<file path="src/rtl/fetch_unit_if.sv">
// Fetch-unit bus: control inputs, instruction-memory port and IF/ID outputs.
// The slave side is the fetch unit; the master side is the pipeline/memory.
interface fetch_unit_if #(
  parameter int unsigned PC_W = 32
);
  logic            START;
  logic            STALL;
  logic            REDIRECT;
  logic [PC_W-1:0] REDIRECT_PC;
  logic [31:0]     INSTRUCTION;
  logic [31:0]     ADDRESS;
  logic [31:0]     IF_ID_INSTR;
  logic [PC_W-1:0] IF_ID_PC;
  logic            IF_ID_VALID;
  logic            HALTED;
  logic [15:0]     FETCH_COUNT;

  modport slave (
    input  START, STALL, REDIRECT, REDIRECT_PC, INSTRUCTION,
    output ADDRESS, IF_ID_INSTR, IF_ID_PC, IF_ID_VALID, HALTED, FETCH_COUNT
  );

  modport master (
    output START, STALL, REDIRECT, REDIRECT_PC, INSTRUCTION,
    input  ADDRESS, IF_ID_INSTR, IF_ID_PC, IF_ID_VALID, HALTED, FETCH_COUNT
  );
endinterface

</file>
<file path="src/rtl/fetch_unit.sv">
// Instruction-fetch controller: owns the PC, registers fetched words into IF/ID,
// handles stall, redirect-with-flush and halt on the end-of-program zero word.
//   state  | meaning
//   S_IDLE | waiting for START, no fetch
//   S_RUN  | fetching one word per unstalled cycle
//   S_HALT | zero word seen, waiting for a redirect
module fetch_unit #(
  parameter int unsigned PC_W         = 32,
  parameter int unsigned RESET_PC     = 0,
  parameter bit          HALT_ON_ZERO = 1'b1
) (
  input  logic         CLK,
  input  logic         RST_N,
  fetch_unit_if.slave  bus
);

  typedef enum logic [1:0] {
    S_IDLE = 2'd0,
    S_RUN  = 2'd1,
    S_HALT = 2'd2
  } state_t;

  localparam logic [PC_W-1:0] L_RESET_PC = PC_W'(RESET_PC);
  localparam logic [PC_W-1:0] L_PC_ONE   = PC_W'(1);

  state_t          r_state;
  logic [PC_W-1:0] r_pc;
  logic [31:0]     r_instr;
  logic [PC_W-1:0] r_ifpc;
  logic            r_valid;
  logic [15:0]     r_cnt;

  state_t          w_state_nxt;
  logic [PC_W-1:0] w_pc_nxt;
  logic [31:0]     w_instr_nxt;
  logic [PC_W-1:0] w_ifpc_nxt;
  logic            w_valid_nxt;
  logic [15:0]     w_cnt_nxt;
  logic            w_zero_word;

  always_ff @(posedge CLK or negedge RST_N) begin
    if (!RST_N) begin
      r_state <= S_IDLE;
      r_pc    <= L_RESET_PC;
      r_instr <= 32'h0;
      r_ifpc  <= '0;
      r_valid <= 1'b0;
      r_cnt   <= 16'h0;
    end else begin
      r_state <= w_state_nxt;
      r_pc    <= w_pc_nxt;
      r_instr <= w_instr_nxt;
      r_ifpc  <= w_ifpc_nxt;
      r_valid <= w_valid_nxt;
      r_cnt   <= w_cnt_nxt;
    end
  end

  always_comb begin
    w_state_nxt = r_state;
    w_pc_nxt    = r_pc;
    w_instr_nxt = r_instr;
    w_ifpc_nxt  = r_ifpc;
    w_valid_nxt = r_valid;
    w_cnt_nxt   = r_cnt;
    w_zero_word = HALT_ON_ZERO && (bus.INSTRUCTION == 32'h0);

    case (r_state)
      S_IDLE: begin
        w_valid_nxt = 1'b0;
        if (bus.START) begin
          w_state_nxt = S_RUN;
          w_pc_nxt    = L_RESET_PC;
        end
      end
      S_RUN: begin
        // Redirect outranks everything: the word at the current PC is wrong-path.
        if (bus.REDIRECT) begin
          w_pc_nxt    = bus.REDIRECT_PC;
          w_valid_nxt = 1'b0;
        end else if (bus.STALL) begin
          w_state_nxt = S_RUN;
        end else if (w_zero_word) begin
          w_valid_nxt = 1'b0;
          w_state_nxt = S_HALT;
        end else begin
          w_instr_nxt = bus.INSTRUCTION;
          w_ifpc_nxt  = r_pc;
          w_valid_nxt = 1'b1;
          w_pc_nxt    = r_pc + L_PC_ONE;
          w_cnt_nxt   = (r_cnt == 16'hFFFF) ? r_cnt : r_cnt + 16'd1;
        end
      end
      S_HALT: begin
        w_valid_nxt = 1'b0;
        if (bus.REDIRECT) begin
          w_pc_nxt    = bus.REDIRECT_PC;
          w_state_nxt = S_RUN;
        end
      end
      default: begin
        w_state_nxt = S_IDLE;
        w_valid_nxt = 1'b0;
      end
    endcase
  end

  assign bus.ADDRESS     = 32'(r_pc);
  assign bus.IF_ID_INSTR = r_instr;
  assign bus.IF_ID_PC    = r_ifpc;
  assign bus.IF_ID_VALID = r_valid;
  assign bus.HALTED      = (r_state == S_HALT);
  assign bus.FETCH_COUNT = r_cnt;

endmodule

</file>
<file path="src/flat_wrapper.sv">
// flat-port wrapper written by rule: the top's interface ports become plain ports
module fetch_unit_flat 
#(
  parameter int unsigned PC_W         = 32,
  parameter int unsigned RESET_PC     = 0,
  parameter bit          HALT_ON_ZERO = 1'b1
)
  (CLK, RST_N, bus_START, bus_STALL, bus_REDIRECT, bus_REDIRECT_PC, bus_INSTRUCTION, bus_ADDRESS, bus_IF_ID_INSTR, bus_IF_ID_PC, bus_IF_ID_VALID, bus_HALTED, bus_FETCH_COUNT);
  fetch_unit_if #(.PC_W(PC_W)) bus_i ();
  input  logic CLK;
  input  logic RST_N;
  input wire logic [$bits(bus_i.START)-1:0] bus_START;
  input wire logic [$bits(bus_i.STALL)-1:0] bus_STALL;
  input wire logic [$bits(bus_i.REDIRECT)-1:0] bus_REDIRECT;
  input wire logic [$bits(bus_i.REDIRECT_PC)-1:0] bus_REDIRECT_PC;
  input wire logic [$bits(bus_i.INSTRUCTION)-1:0] bus_INSTRUCTION;
  output wire logic [$bits(bus_i.ADDRESS)-1:0] bus_ADDRESS;
  output wire logic [$bits(bus_i.IF_ID_INSTR)-1:0] bus_IF_ID_INSTR;
  output wire logic [$bits(bus_i.IF_ID_PC)-1:0] bus_IF_ID_PC;
  output wire logic [$bits(bus_i.IF_ID_VALID)-1:0] bus_IF_ID_VALID;
  output wire logic [$bits(bus_i.HALTED)-1:0] bus_HALTED;
  output wire logic [$bits(bus_i.FETCH_COUNT)-1:0] bus_FETCH_COUNT;
  assign bus_i.START = bus_START;
  assign bus_i.STALL = bus_STALL;
  assign bus_i.REDIRECT = bus_REDIRECT;
  assign bus_i.REDIRECT_PC = bus_REDIRECT_PC;
  assign bus_i.INSTRUCTION = bus_INSTRUCTION;
  assign bus_ADDRESS = bus_i.ADDRESS;
  assign bus_IF_ID_INSTR = bus_i.IF_ID_INSTR;
  assign bus_IF_ID_PC = bus_i.IF_ID_PC;
  assign bus_IF_ID_VALID = bus_i.IF_ID_VALID;
  assign bus_HALTED = bus_i.HALTED;
  assign bus_FETCH_COUNT = bus_i.FETCH_COUNT;
  fetch_unit #(.PC_W(PC_W), .RESET_PC(RESET_PC), .HALT_ON_ZERO(HALT_ON_ZERO)) u_core (.CLK(CLK), .RST_N(RST_N), .bus(bus_i));
endmodule
</file>
<file path="config.mk">
export PLATFORM = sky130hd
export DESIGN_NAME = fetch_unit_flat
export DESIGN_NICKNAME = d
export VERILOG_FILES = /design/src/rtl/fetch_unit_if.sv /design/src/rtl/fetch_unit.sv /design/src/flat_wrapper.sv
export SDC_FILE = /design/constraint.sdc
export NUM_CORES = 1
export LEC_CHECK = 0
export CAP_MARGIN = 40
export CORE_MARGIN = 8
export CORE_UTILIZATION = 25
export DETAILED_ROUTE_END_ITERATION = 10
export PLACE_DENSITY = 0.55
export SYNTH_ARGS = -nofsm -noshare
export SYNTH_HDL_FRONTEND = slang
export SYNTH_SLANG_ARGS = --single-unit
export TNS_END_PERCENT = 100
</file>
<file path="constraint.sdc">
create_clock -name CLK -period 3.2 [get_ports CLK]
set_clock_uncertainty 0.15 [all_clocks]
set_input_delay 0.64 -clock CLK [delete_from_list [all_inputs] [get_ports CLK]]
set_output_delay 0.64 -clock CLK [all_outputs]
set_load 0.01 [all_outputs]
</file>
=== Word-level counts from Yosys, hierarchy flattened ===
Index checks and enable logic that the tools add are counted.

* $add $sub $neg: 2
* $mul: 0
* Divide/modulo/power cells: 0
* Magnitude comparators: 0
* Equal/unequal tests: 9
* Shift-type cells: 0
* Mux-type cells: 16
* Bitwise logic cells: 4
* Reduce and logical (&&, ||, !) cells: 7

{| class="wikitable"
|+ Operators with widths
! cell !! number
|-
| $mux W32 || 5
|-
| $pmux W32 S3 || 1
|-
| $add A32 B1 Y32 const B || 1
|-
| $logic_not A32 Y1 || 1
|-
| $add A16 B1 Y16 const B || 1
|-
| $eq A16 B16 Y1 const B || 1
|-
| $mux W2 || 5
|-
| $reduce_and A5 Y1 || 2
|-
| $reduce_and A4 Y1 || 2
|-
| $ne A2 B2 Y1 const B || 3
|-
| $ne A3 B3 Y1 const B || 2
|-
| $pmux W2 S3 || 1
|-
| $mux W1 || 4
|-
| $not A1 Y1 || 4
|-
| $ne A3 B2 Y1 const B || 1
|-
| $reduce_bool A3 Y1 || 1
|-
| $eq A2 B1 Y1 const B || 1
|-
| $eq A2 B2 Y1 const B || 1
|-
| $logic_not A2 Y1 || 1
|}

* Bits in registers: 115
* Bits in latches: 0
* RAM bits: 0
* Bits in read-only memories: 0
* Bits of input ports: 69
* Output and inout bits: 114
* Word-level logic and storage cells: 44
* Memories: 0

=== Longest topological paths before layout ===
Gate-level depths: netlist of the first run.

* Depth after elaboration: 5
* Depth in mapped cells: 9
* Depth with buffers taken out: 7

=== Worst setup path before layout of the first run ===
Ideal clock, no wire load.

* Path type: input port to flip-flop
* From: input bus_INSTRUCTION[9]
* To: register u_core.r_instr[0] (netlist: u_core.bus.IF_ID_INSTR[0])
* Library setup time: 0.125 ns
* Arrival: 2.084 ns
* Data required time: 2.925 ns
* Setup slack: 0.842 ns
* Stages: 7
* Buffers on the path: 3
* Path through: nor4_1 -> and4_1 -> buf_2 -> a211o_1 -> buf_2 -> buf_4 -> mux2_2

* Longest elaborated chain between the ends: 3

{| class="wikitable"
|+ RTL lines
! what !! line !! source
|-
| from (decl) || flat_wrapper.sv:16 || <nowiki>input wire logic [$bits(bus_i.INSTRUCTION)-1:0] bus_INSTRUCTION;</nowiki>
|-
| $logic_not A32 Y1 || fetch_unit.sv:66 || <nowiki>w_zero_word = HALT_ON_ZERO && (bus.INSTRUCTION == 32'h0);</nowiki>
|-
| $not A1 Y1 (no source line) || - ||
|-
| $reduce_and A4 Y1 (no source line) || - ||
|-
| to (signal assigned) || fetch_unit.sv:52 || <nowiki>r_instr <= w_instr_nxt;</nowiki>
|-
| to (decl) || fetch_unit.sv:28 || <nowiki>logic [31:0] r_instr;</nowiki>
|}

Every way passes these cells.
A chain may end at the register's enable or synchronous reset.

=== Worst setup path in the final report of the first run ===
* From: input bus_INSTRUCTION[24]
* To: register u_core.r_cnt[1] (netlist: u_core.bus.FETCH_COUNT[1])

* Longest elaborated chain between the ends: 3

{| class="wikitable"
|+ RTL lines
! what !! line !! source
|-
| $logic_not A32 Y1 || fetch_unit.sv:66 ||
|-
| $not A1 Y1 (no source line) || - ||
|-
| $reduce_and A5 Y1 (no source line) || - ||
|-
| to (signal assigned) || fetch_unit.sv:55 || <nowiki>r_cnt <= w_cnt_nxt;</nowiki>
|-
| to (decl) || fetch_unit.sv:31 || <nowiki>logic [15:0] r_cnt;</nowiki>
|}

Every way passes these cells.

==> flow_metrics.env, run 1 <==
export IMPL_outcome="finished, final reports clean"
export IMPL_dieArea_um2=28500
export IMPL_vias=5123
export IMPL_h_tree_depth=4
export IMPL_layout_drive_gt1_share=0.175
export IMPL_synth_top_family_by_area="simple AND/OR/NAND/NOR gates"
export IMPL_routed_wl_mm=20.2
export IMPL_vdd_drop_max_v=0.000397
export IMPL_grt_setup_unrepaired="no"
export IMPL_path_cells="clkdlybuf4s50_1 -> nor4_1 -> and4_1 -> a211o_4 -> buf_12 -> nor2_1 -> mux2_2"
export IMPL_synth_distinct_cells=66
export IMPL_final_util=0.375
export IMPL_top_layer="met4"
export IMPL_crit_family="simple AND/OR/NAND/NOR gates"
export IMPL_placed_area_um2=8120
export IMPL_power_density_nw_per_um2=814
export IMPL_remaining_drc_errors=0
export IMPL_antenna_found_initial=1
export IMPL_async_flop_share=1.00
export IMPL_p_leak_nw=3.56
export IMPL_hold_viol=0
export IMPL_met1_length_mm=8.94
export IMPL_synth_cells=539
export IMPL_fin_crit_ns=2.64
export IMPL_crit_arrival_ns=2.79
export IMPL_dieHeight_um=169
export IMPL_synth_area_um2=5830
export IMPL_ctsHoldBuffers=0
export IMPL_synth_simple_gate_area_share=0.175
export IMPL_slew_violations=0
export IMPL_tns_ns=0
export IMPL_cts_root_buf="clkbuf_16"
export IMPL_max_cap_viol_count=0
export IMPL_syn2layout_area_growth_pct=49.3
export IMPL_die_w_um=169
export IMPL_layout_nets=810
export IMPL_total_power_mw=7.08
export IMPL_hold_ws_ns=0.120
export IMPL_met2_length_mm=9.84
export IMPL_finalCritPeriodShare=0.826
export IMPL_grt_max_degree=54
export IMPL_cts_tree="done"
export IMPL_crit_type="in2reg"
export IMPL_clk_path_buf_depth=2
export IMPL_final_area_um2=8700
export IMPL_path_clk_slew_ns=0.06
export IMPL_hpwl_mm=15.1
export IMPL_start_util=0.251
export IMPL_synth_seq_cells=115
export IMPL_ctsResizeCount=0
export IMPL_syn_num_nets=614
export IMPL_io_buffers=182
export IMPL_grt_pass1_wl_mm=31.5
export IMPL_grt_pass1_vias=5339
export IMPL_vias_per_cell=4.79
export IMPL_ant_nets=0
export IMPL_fmax_mhz=378
export IMPL_rows=56
export IMPL_design_core_area_um2=23200
export IMPL_clock_sinks=115
export IMPL_post_cts_buffers=0
export IMPL_place_gp_congestion=0.790
export IMPL_endpoint_kind="register"
export IMPL_synth_fa_ha_area_frac=0.0129
export IMPL_drtIter0Drc=273
export IMPL_synth_area_mux_share=0.100
export IMPL_ys_warn_count=0
export IMPL_slew_headroom=0.502
export IMPL_numCtsBuffers=17
export IMPL_startpoint_type="input pin"
export IMPL_clk_latency_ns=0.41
export IMPL_critical_path_buf_inv_count=2
export IMPL_io_pin_count=183
export IMPL_synthFlopType="dfrtp_1"
export IMPL_grt_ovfl_total=0
export IMPL_synth_compound_area_share=0.142
export IMPL_synth_edf_count=0
export IMPL_dr_pass1_iters=4
export IMPL_worstPathRequired_ns=3.35
export IMPL_max_stage_delay_ns=0.46
export IMPL_grt_usage=0.142
export IMPL_cp_depth=7
export IMPL_synth_xor_area_frac=0.0331
export IMPL_cp_max_fo=40
export IMPL_wl_met3_mm=1.23
export IMPL_hold_path_class="in2async"
export IMPL_cp_slowest_cell="nor4_1"
export IMPL_wl_per_cell_um=18.9
export IMPL_tightest_slew_ns=0.743
export IMPL_syn_avg_cell_area_um2=10.8
export IMPL_finalSetupViolations=0
export IMPL_ys_seq_area_frac=0.494
export IMPL_rr_worst_depth=7
==> placed cells by master (no fill, tap or decap), drive strengths merged, types with 12 or more instances in the layout <==
cell           instances
xor2                  17
nor2                  16
o22ai                 13
dfrtp                115
clkdlybuf4s50        181
inv                   19
clkbuf                19
a21oi                 20
a32oi                 13
buf                   28
nand2                 41
and4                  12
nor3                  18
o21ai                 25
nand3                 34
mux2                  51
nor4                  19
==> logic make-up after synthesis <==
logic type / after synthesis
fa+ha+maj: 6
xor+xnor: 22
buf+inv: 52
compound gates: 119
mux: 52
flops: 115
simple gates: 173
==> sequential cells by signal (all words and copies together) (netlist names) <==
register and cells:
u_core.bus.IF_ID_INSTR 32, u_core.r_state 2, u_core.bus.IF_ID_PC 32, u_core.bus.FETCH_COUNT 16, u_core.bus.IF_ID_VALID 1, u_core.bus.ADDRESS 32
==> cell usage after synthesis, types with 3 or more instances <==
library cell	n	area, um^2
and3_1	5	31.3
clkbuf_1	12	45.0
inv_1	18	67.6
clkbuf_8	3	41.3
a32oi_1	13	114
nor2b_1	3	18.8
buf_4	3	22.5
o21ai_0	23	115
nor4_2	3	37.5
nand2_1	41	154
and2_1	4	25.0
nor3_1	17	85.1
and4_1	10	87.6
xor2_1	17	149
a211oi_1	3	22.5
a21oi_1	19	95.1
o22ai_1	13	81.3
o31ai_1	7	52.6
xnor2_1	5	43.8
nand4_1	8	50.1
ha_1	6	75.1
buf_2	14	70.1
a22oi_1	7	52.6
nor4_1	14	87.6
nor2_1	16	60.1
o2bb2ai_1	3	26.3
nand3_1	32	160
a221o_1	3	30.0
dfrtp_1	115	2880
mux2_2	51	574
a31oi_1	3	18.8
a21o_1	6	45.0
==> cell type report <==
cell class / instances / area [um^2]
Multi-Input combinational cell: 372 / 2710
Timing Repair Buffer: 209 / 2060
Tap cell: 319 / 399
Clock inverter: 13 / 136
Antenna cell: 2 / 5.00
Fill cell: 2326 / 14500
Clock buffer: 19 / 443
Sequential cell: 115 / 2880
Inverter: 20 / 75.1
==> report_power, final <==
| group | total [mW] | switching [mW] | internal, mW |
|---|---|---|---|
| Clock | 1.88 | 0.719 | 1.16 |
| Combinational | 2.80 | 1.28 | 1.52 |
| Sequential | 2.40 | 0.442 | 1.96 |
| Total | 7.08 | 2.44 | 4.64 |
==> metrics by stage <==
stage               setup WS (ns)  std cells
floorplan                   0.842        539
global placement            0.129       1035
detailed placement          0.109       1035
CTS                         0.544       1067
global route                0.406       1068
finish                      0.558       1069
==> worst paths after layout <==
check	startpoint	to	slack, ns
min in group CLK	u_core.bus.IF_ID_PC[22]	u_core.bus.IF_ID_PC[22]	0.33
min	RST_N	u_core.bus.IF_ID_INSTR[30]	0.12
max reg2reg	u_core.r_state[1]	u_core.bus.ADDRESS[23]	0.64
min reg2reg	u_core.bus.IF_ID_PC[22]	u_core.bus.IF_ID_PC[22]	0.33
max in group asynchronous	RST_N	u_core.bus.IF_ID_INSTR[17]	2.05
max	bus_INSTRUCTION[24]	u_core.bus.FETCH_COUNT[1]	0.56
==> metal layers <==
| layer | vias to the layer above | track usage |
|---|---|---|
| li1 | 2437 | - |
| met1 | 2525 | 0.179 |
| met2 | 150 | 0.232 |
| met3 | 11 | 0.0412 |
| met4 | 0 | 0.0404 |
| met5 | - | 0 |
Power figures use the tool's default switching activity.
==> inputs of run 2 (changes only) <==
--- a/config.mk
+++ b/config.mk
@@ -9,7 +9,7 @@
 export CORE_MARGIN = 8
 export CORE_UTILIZATION = 25
 export DETAILED_ROUTE_END_ITERATION = 10
-export PLACE_DENSITY = 0.55
+export PLACE_DENSITY = 0.57
 export SYNTH_ARGS = -nofsm -noshare
 export SYNTH_HDL_FRONTEND = slang
 export SYNTH_SLANG_ARGS = --single-unit
==> constraint.sdc (replaced) <==
create_clock -name CLK -period 2.3 [get_ports CLK]
set_clock_uncertainty 0.15 [all_clocks]
set_input_delay 0.46 -clock CLK [delete_from_list [all_inputs] [get_ports CLK]]
set_output_delay 0.46 -clock CLK [all_outputs]
set_load 0.01 [all_outputs]
==> run 2 against run 1 <==
Sequential power increased by 35%. Combinational power increased by 64%. Final cell count increased by 5.7%. Register-to-register slack got worse by 0.60 ns.
==> flow_metrics.env, run 2 (synthesis results as in run 1) <==
export IMPL_hold_path_class="in2reg"
export IMPL_regToRegSetupSlack_ns=0.04
export IMPL_dieArea_um2=28500
export IMPL_hpwl_mm=15.9
export IMPL_vdd_drop_max_v=0.000484
export IMPL_startpoint_type="input pin"
export IMPL_p_leak_nw=4.05
export IMPL_cts_root_buf="clkbuf_16"
export IMPL_hold_ws_ns=0.192
export IMPL_outcome="finished, final reports clean"
export IMPL_io_pin_count=183
export IMPL_rr_worst_depth=11
export IMPL_clk_path_buf_depth=2
export IMPL_crit_end="u_core.bus.ADDRESS[18]"
export IMPL_mostFrequentLayoutCells="clkdlybuf4s50_1 (171), dfrtp_1 (114), buf_4 (73)"
export IMPL_grt_setup_unrepaired="yes"
export IMPL_fin_crit_ns=2.29
export IMPL_drtIter0Drc=229
export IMPL_vias=5458
export IMPL_path_cells="clkdlybuf4s50_1 -> nor4_1 -> and4_2 -> buf_4 -> a21oi_4 -> o21ai_0 -> buf_4 -> o22ai_2"
export IMPL_remaining_drc_errors=0
export IMPL_wl_per_cell_um=18.6
export IMPL_max_stage_delay_ns=0.43
export IMPL_grt_pass1_vias=5569
export IMPL_slew_violations=0
export IMPL_critPathLaunch="bus_INSTRUCTION[1]"
export IMPL_syn2layout_area_growth_pct=64.3
export IMPL_cp_max_fo=11
export IMPL_endpoint_kind="register"
export IMPL_crit_family="buffers and inverters"
export IMPL_rows=56
export IMPL_total_power_mw=10.6
export IMPL_crit_top_cell="buf_4"
export IMPL_numCtsBuffers=17
export IMPL_die_w_um=169
export IMPL_tightest_slew_ns=0.403
export IMPL_layout_nets=872
export IMPL_r2r_end="u_core.bus.ADDRESS[0]"
export IMPL_clk_latency_ns=0.41
export IMPL_grt_max_degree=49
export IMPL_place_gp_congestion=0.803
export IMPL_power_density_nw_per_um2=1110
export IMPL_grt_usage=0.147
export IMPL_finalSetupViolations=0
export IMPL_cts_tree="done"
export IMPL_crit_type="in2reg"
export IMPL_vias_per_cell=4.83
export IMPL_regToRegStartpoint="u_core.r_state[0]"
export IMPL_start_util=0.251
export IMPL_max_cap_viol_count=0
export IMPL_clock_sinks=115
export IMPL_grt_pass1_wl_mm=32.4
export IMPL_ant_nets=0
export IMPL_finalCritPeriodShare=0.995
export IMPL_cp_slowest_cell="clkdlybuf4s50_1"
export IMPL_hold_viol=0
export IMPL_cp_depth=8
export IMPL_h_tree_depth=4
export IMPL_min_delay_start="bus_INSTRUCTION[10]"
export IMPL_design_core_area_um2=23200
export IMPL_routed_wl_mm=21.0
export IMPL_worstPathRequired_ns=2.43
export IMPL_path_clk_slew_ns=0.06
export IMPL_critical_path_buf_inv_count=3
export IMPL_dieHeight_um=169
export IMPL_dr_pass1_iters=5
export IMPL_crit_arrival_ns=2.42
export IMPL_io_buffers=182
export IMPL_slew_headroom=0.729
export IMPL_final_common_cell="clkdlybuf4s50_1"
export IMPL_antenna_found_initial=1
export IMPL_tns_ns=0
export IMPL_grt_ovfl_total=0
export IMPL_fmax_mhz=437
export IMPL_layout_drive_gt1_share=0.290
run 2: layout make-up:
cell class	count	area, um^2
well taps	319	399
inverters	20	75.1
fillers	2263	13600
diodes	1	2.50
multi-input cells	372	2980
clock inverters	14	179
flip-flops and latches	115	2880
repair buffers	271	2630
clock buffers	18	439
run 2: power by group:
group	switching, mW	internal [mW]	leakage (nW)
clock network	1.02	1.75	0.294
logic	2.08	2.51	2.25
registers	0.526	2.72	1.51
total	3.63	6.98	4.05
run 2: through the flow:
stage,worst slack (ns),cells,instance area [um^2],util
2_1_floorplan,0.0914,539,5830,-
3_3_place_gp,-0.603,1087,8560,0.369
3_5_place_dp,-0.642,1087,8560,0.369
4_1_cts,-0.0108,1124,9310,0.401
5_1_grt,-0.0557,1130,9580,0.413
6_report,0.0112,1130,9580,0.413
run 2: worst min-delay path by stage:
stage	to	cells after the start
finish	u_core.bus.IF_ID_INSTR[10]	2
global route	u_core.bus.IF_ID_INSTR[10]	2
CTS	u_core.bus.IF_ID_INSTR[19]	2
detailed placement	u_core.bus.IF_ID_INSTR[21]	1
global placement	u_core.bus.IF_ID_INSTR[21]	1
floorplan	u_core.bus.ADDRESS[0]	0
run 2: metal layers:
layer  vias up  global-route usage  part of all wire
li1       2550                   -                 -
met1      2732               0.181              0.43
met2       165               0.241              0.49
met3        11              0.0485             0.070
met4         0              0.0439             0.012
met5         -                   0                 0
run 2: repair_timing:
action                                  4_1_cts  5_1_grt
resized for setup                            21       55
pin swaps                                     3       14
endpoints found under the hold margin        23        0
hold buffers                                  1        0
buffers inserted                              4        5
endpoints found under the setup margin      105      100
==> inputs of run 3 (changes only) <==
--- a/config.mk
+++ b/config.mk
@@ -9,6 +9,7 @@
 export CORE_MARGIN = 8
 export CORE_UTILIZATION = 25
 export DETAILED_ROUTE_END_ITERATION = 10
+export GPL_TIMING_DRIVEN = 0
 export PLACE_DENSITY = 0.57
 export SYNTH_ARGS = -nofsm -noshare
 export SYNTH_HDL_FRONTEND = slang
==> run 3 against run 2 <==
Core utilization fell by 0.75 points. Worst hold slack got worse by 0.0014 ns. Critical path type unchanged. Global-route usage rose by 0.47 points. Via count fell by 1.4%. Largest power group unchanged. Critical path depth rose by 1. Worst setup slack improved by 0.043 ns. Largest cell class unchanged. Highest routed layer is now met5.
==> flow_metrics.env, run 3 (synthesis results as in run 1) <==
export IMPL_dieHeight_um=169
export IMPL_p_leak_nw=4.01
export IMPL_swShare=0.337
export IMPL_vdd_drop_max_v=0.000549
export IMPL_place_gp_congestion=0.849
export IMPL_numCtsBuffers=17
export IMPL_pwr_share_clk=0.276
export IMPL_finalSetupViolations=0
export IMPL_met2_length_mm=10.2
export IMPL_routed_wl_mm=22.0
export IMPL_min_delay_start="bus_INSTRUCTION[22]"
export IMPL_syn2layout_area_growth_pct=61.3
export IMPL_grt_usage=0.152
export IMPL_clk_path_buf_depth=2
export IMPL_dr_pass1_iters=5
export IMPL_top_layer="met5"
export IMPL_slew_violations=0
export IMPL_grt_max_degree=85
export IMPL_tightest_slew_ns=0.533
export IMPL_remaining_drc_errors=0
export IMPL_critical_path_buf_inv_count=4
export IMPL_rows=56
export IMPL_clk_latency_ns=0.42
export IMPL_grt_pass1_vias=5502
export IMPL_crit_family="buffers and inverters"
export IMPL_crit_arrival_ns=2.44
export IMPL_vias=5379
export IMPL_cts_tree="done"
export IMPL_cts_root_buf="clkbuf_16"
export IMPL_antenna_cells=0
export IMPL_clock_sinks=115
export IMPL_hpwl_mm=15.7
export IMPL_critPathLaunch="bus_INSTRUCTION[0]"
export IMPL_slew_headroom=0.642
export IMPL_finalCritPeriodShare=0.976
export IMPL_endpoint_kind="register"
export IMPL_mostFrequentLayoutCells="clkdlybuf4s50_1 (157), dfrtp_1 (109), mux2_2 (50)"
export IMPL_start_util=0.251
export IMPL_layout_drive_gt1_share=0.260
export IMPL_hold_path_class="in2reg"
export IMPL_netSwitchingPower_mw=3.58
export IMPL_met1_length_mm=9.52
export IMPL_comb_power_share=0.408
export IMPL_wl_per_cell_um=20.1
export IMPL_grt_setup_unrepaired="yes"
export IMPL_vias_per_cell=4.91
export IMPL_fin_crit_ns=2.25
export IMPL_io_pin_count=183
export IMPL_internal_power_mw=7.03
export IMPL_worstPathRequired_ns=2.49
export IMPL_final_common_cell="clkdlybuf4s50_1"
export IMPL_crit_type="in2reg"
export IMPL_startpoint_type="input pin"
export IMPL_layout_nets=839
export IMPL_regToRegStartpoint="u_core.r_state[0]"
export IMPL_die_w_um=169
export IMPL_preCtsSetupSlack_ns=-0.950
export IMPL_total_power_mw=10.6
export IMPL_design_core_area_um2=23200
export IMPL_grt_pass1_wl_mm=33.1
export IMPL_power_density_nw_per_um2=1130
export IMPL_outcome="finished, final reports clean"
export IMPL_path_clk_slew_ns=0.06
export IMPL_cp_slowest_cell="clkdlybuf4s50_1"
export IMPL_pwr_share_seq=0.316
export IMPL_io_buffers=182
export IMPL_fmax_mhz=445
export IMPL_max_stage_delay_ns=0.50
export IMPL_cp_max_fo=5
export IMPL_max_cap_viol_count=0
export IMPL_timing_final_ws_setup_ns=0.0541
export IMPL_antenna_found_initial=2
export IMPL_hold_viol=0
export IMPL_path_cells="clkdlybuf4s50_1 -> nor4_2 -> and4_1 -> buf_6 -> a211o_4 -> clkbuf_16 -> buf_4 -> nor4_4 -> xor2_1"
export IMPL_grt_ovfl_total=0
export IMPL_wl_met3_mm=1.69
export IMPL_h_tree_depth=4
export IMPL_ant_nets=0
export IMPL_drtIter0Drc=361
export IMPL_dieArea_um2=28500
-- run 3: area by class of cell --
type	count	area, um^2
inverters	20	75.1
well taps	319	399
repair buffers	211	2180
clock inverters	9	150
fillers	2280	13800
multi-input cells	372	2950
flip-flops and latches	115	2890
plain buffers	27	268
clock buffers	22	494
-- run 3: worst paths after layout --
check                                             end  cells after the start  slack, ns
max in group asynchronous      u_core.bus.ADDRESS[24]                      3       0.87
min                        u_core.bus.IF_ID_INSTR[22]                      2       0.19
max reg2reg                    u_core.bus.ADDRESS[27]                      6       0.05
min in group asynchronous  u_core.bus.IF_ID_INSTR[21]                      2       0.33
max                         u_core.bus.FETCH_COUNT[5]                      9       0.05
min reg2reg                   u_core.bus.IF_ID_PC[20]                      2       0.33
-- run 3: what timing repair did --
item	4_1_cts	5_1_grt
cloned	0	5
hold buffers	1	0
resized for setup	72	54
pin swaps	8	17
hold endpoints to repair	31	0
endpoints found under the setup margin	113	97
buffers inserted	5	17
-- run 3: stage by stage --
| stage | hold slack, ns | utilization | setup TNS [ns] | cell area [um^2] | cells |
|---|---|---|---|---|---|
| 6_report | 0.191 | 0.405 | 0 | 9400 | 1095 |
| 5_1_grt | 0.193 | 0.405 | -0.0438 | 9400 | 1095 |
| 4_1_cts | 0.282 | 0.388 | -0.321 | 9000 | 1077 |
| 3_5_place_dp | 0.220 | 0.348 | -84.68 | 8080 | 1041 |
| 3_3_place_gp | 0.313 | 0.347 | -592.01 | 8050 | 1040 |
| 2_1_floorplan | 0.0144 | - | 0 | 5830 | 539 |
-- run 3: per-layer routing --
metal,track usage,vias to the layer above
met2,0.236,205
met5,0,-
met3,0.0531,44
met4,0.0629,4
met1,0.188,2641
li1,-,2485
-- run 3: power by group through the flow --
stage | Combinational (mW) | Clock (mW) | Sequential, mW
5_1_grt | 4.66 | 3.07 | 3.45
3_5_place_dp | 3.91 | 0 | 3.38
2_1_floorplan | 1.42 | 0 | 3.57
3_3_place_gp | 3.89 | 0 | 3.36
6_report | 4.33 | 2.93 | 3.35
4_1_cts | 4.13 | 2.99 | 3.36
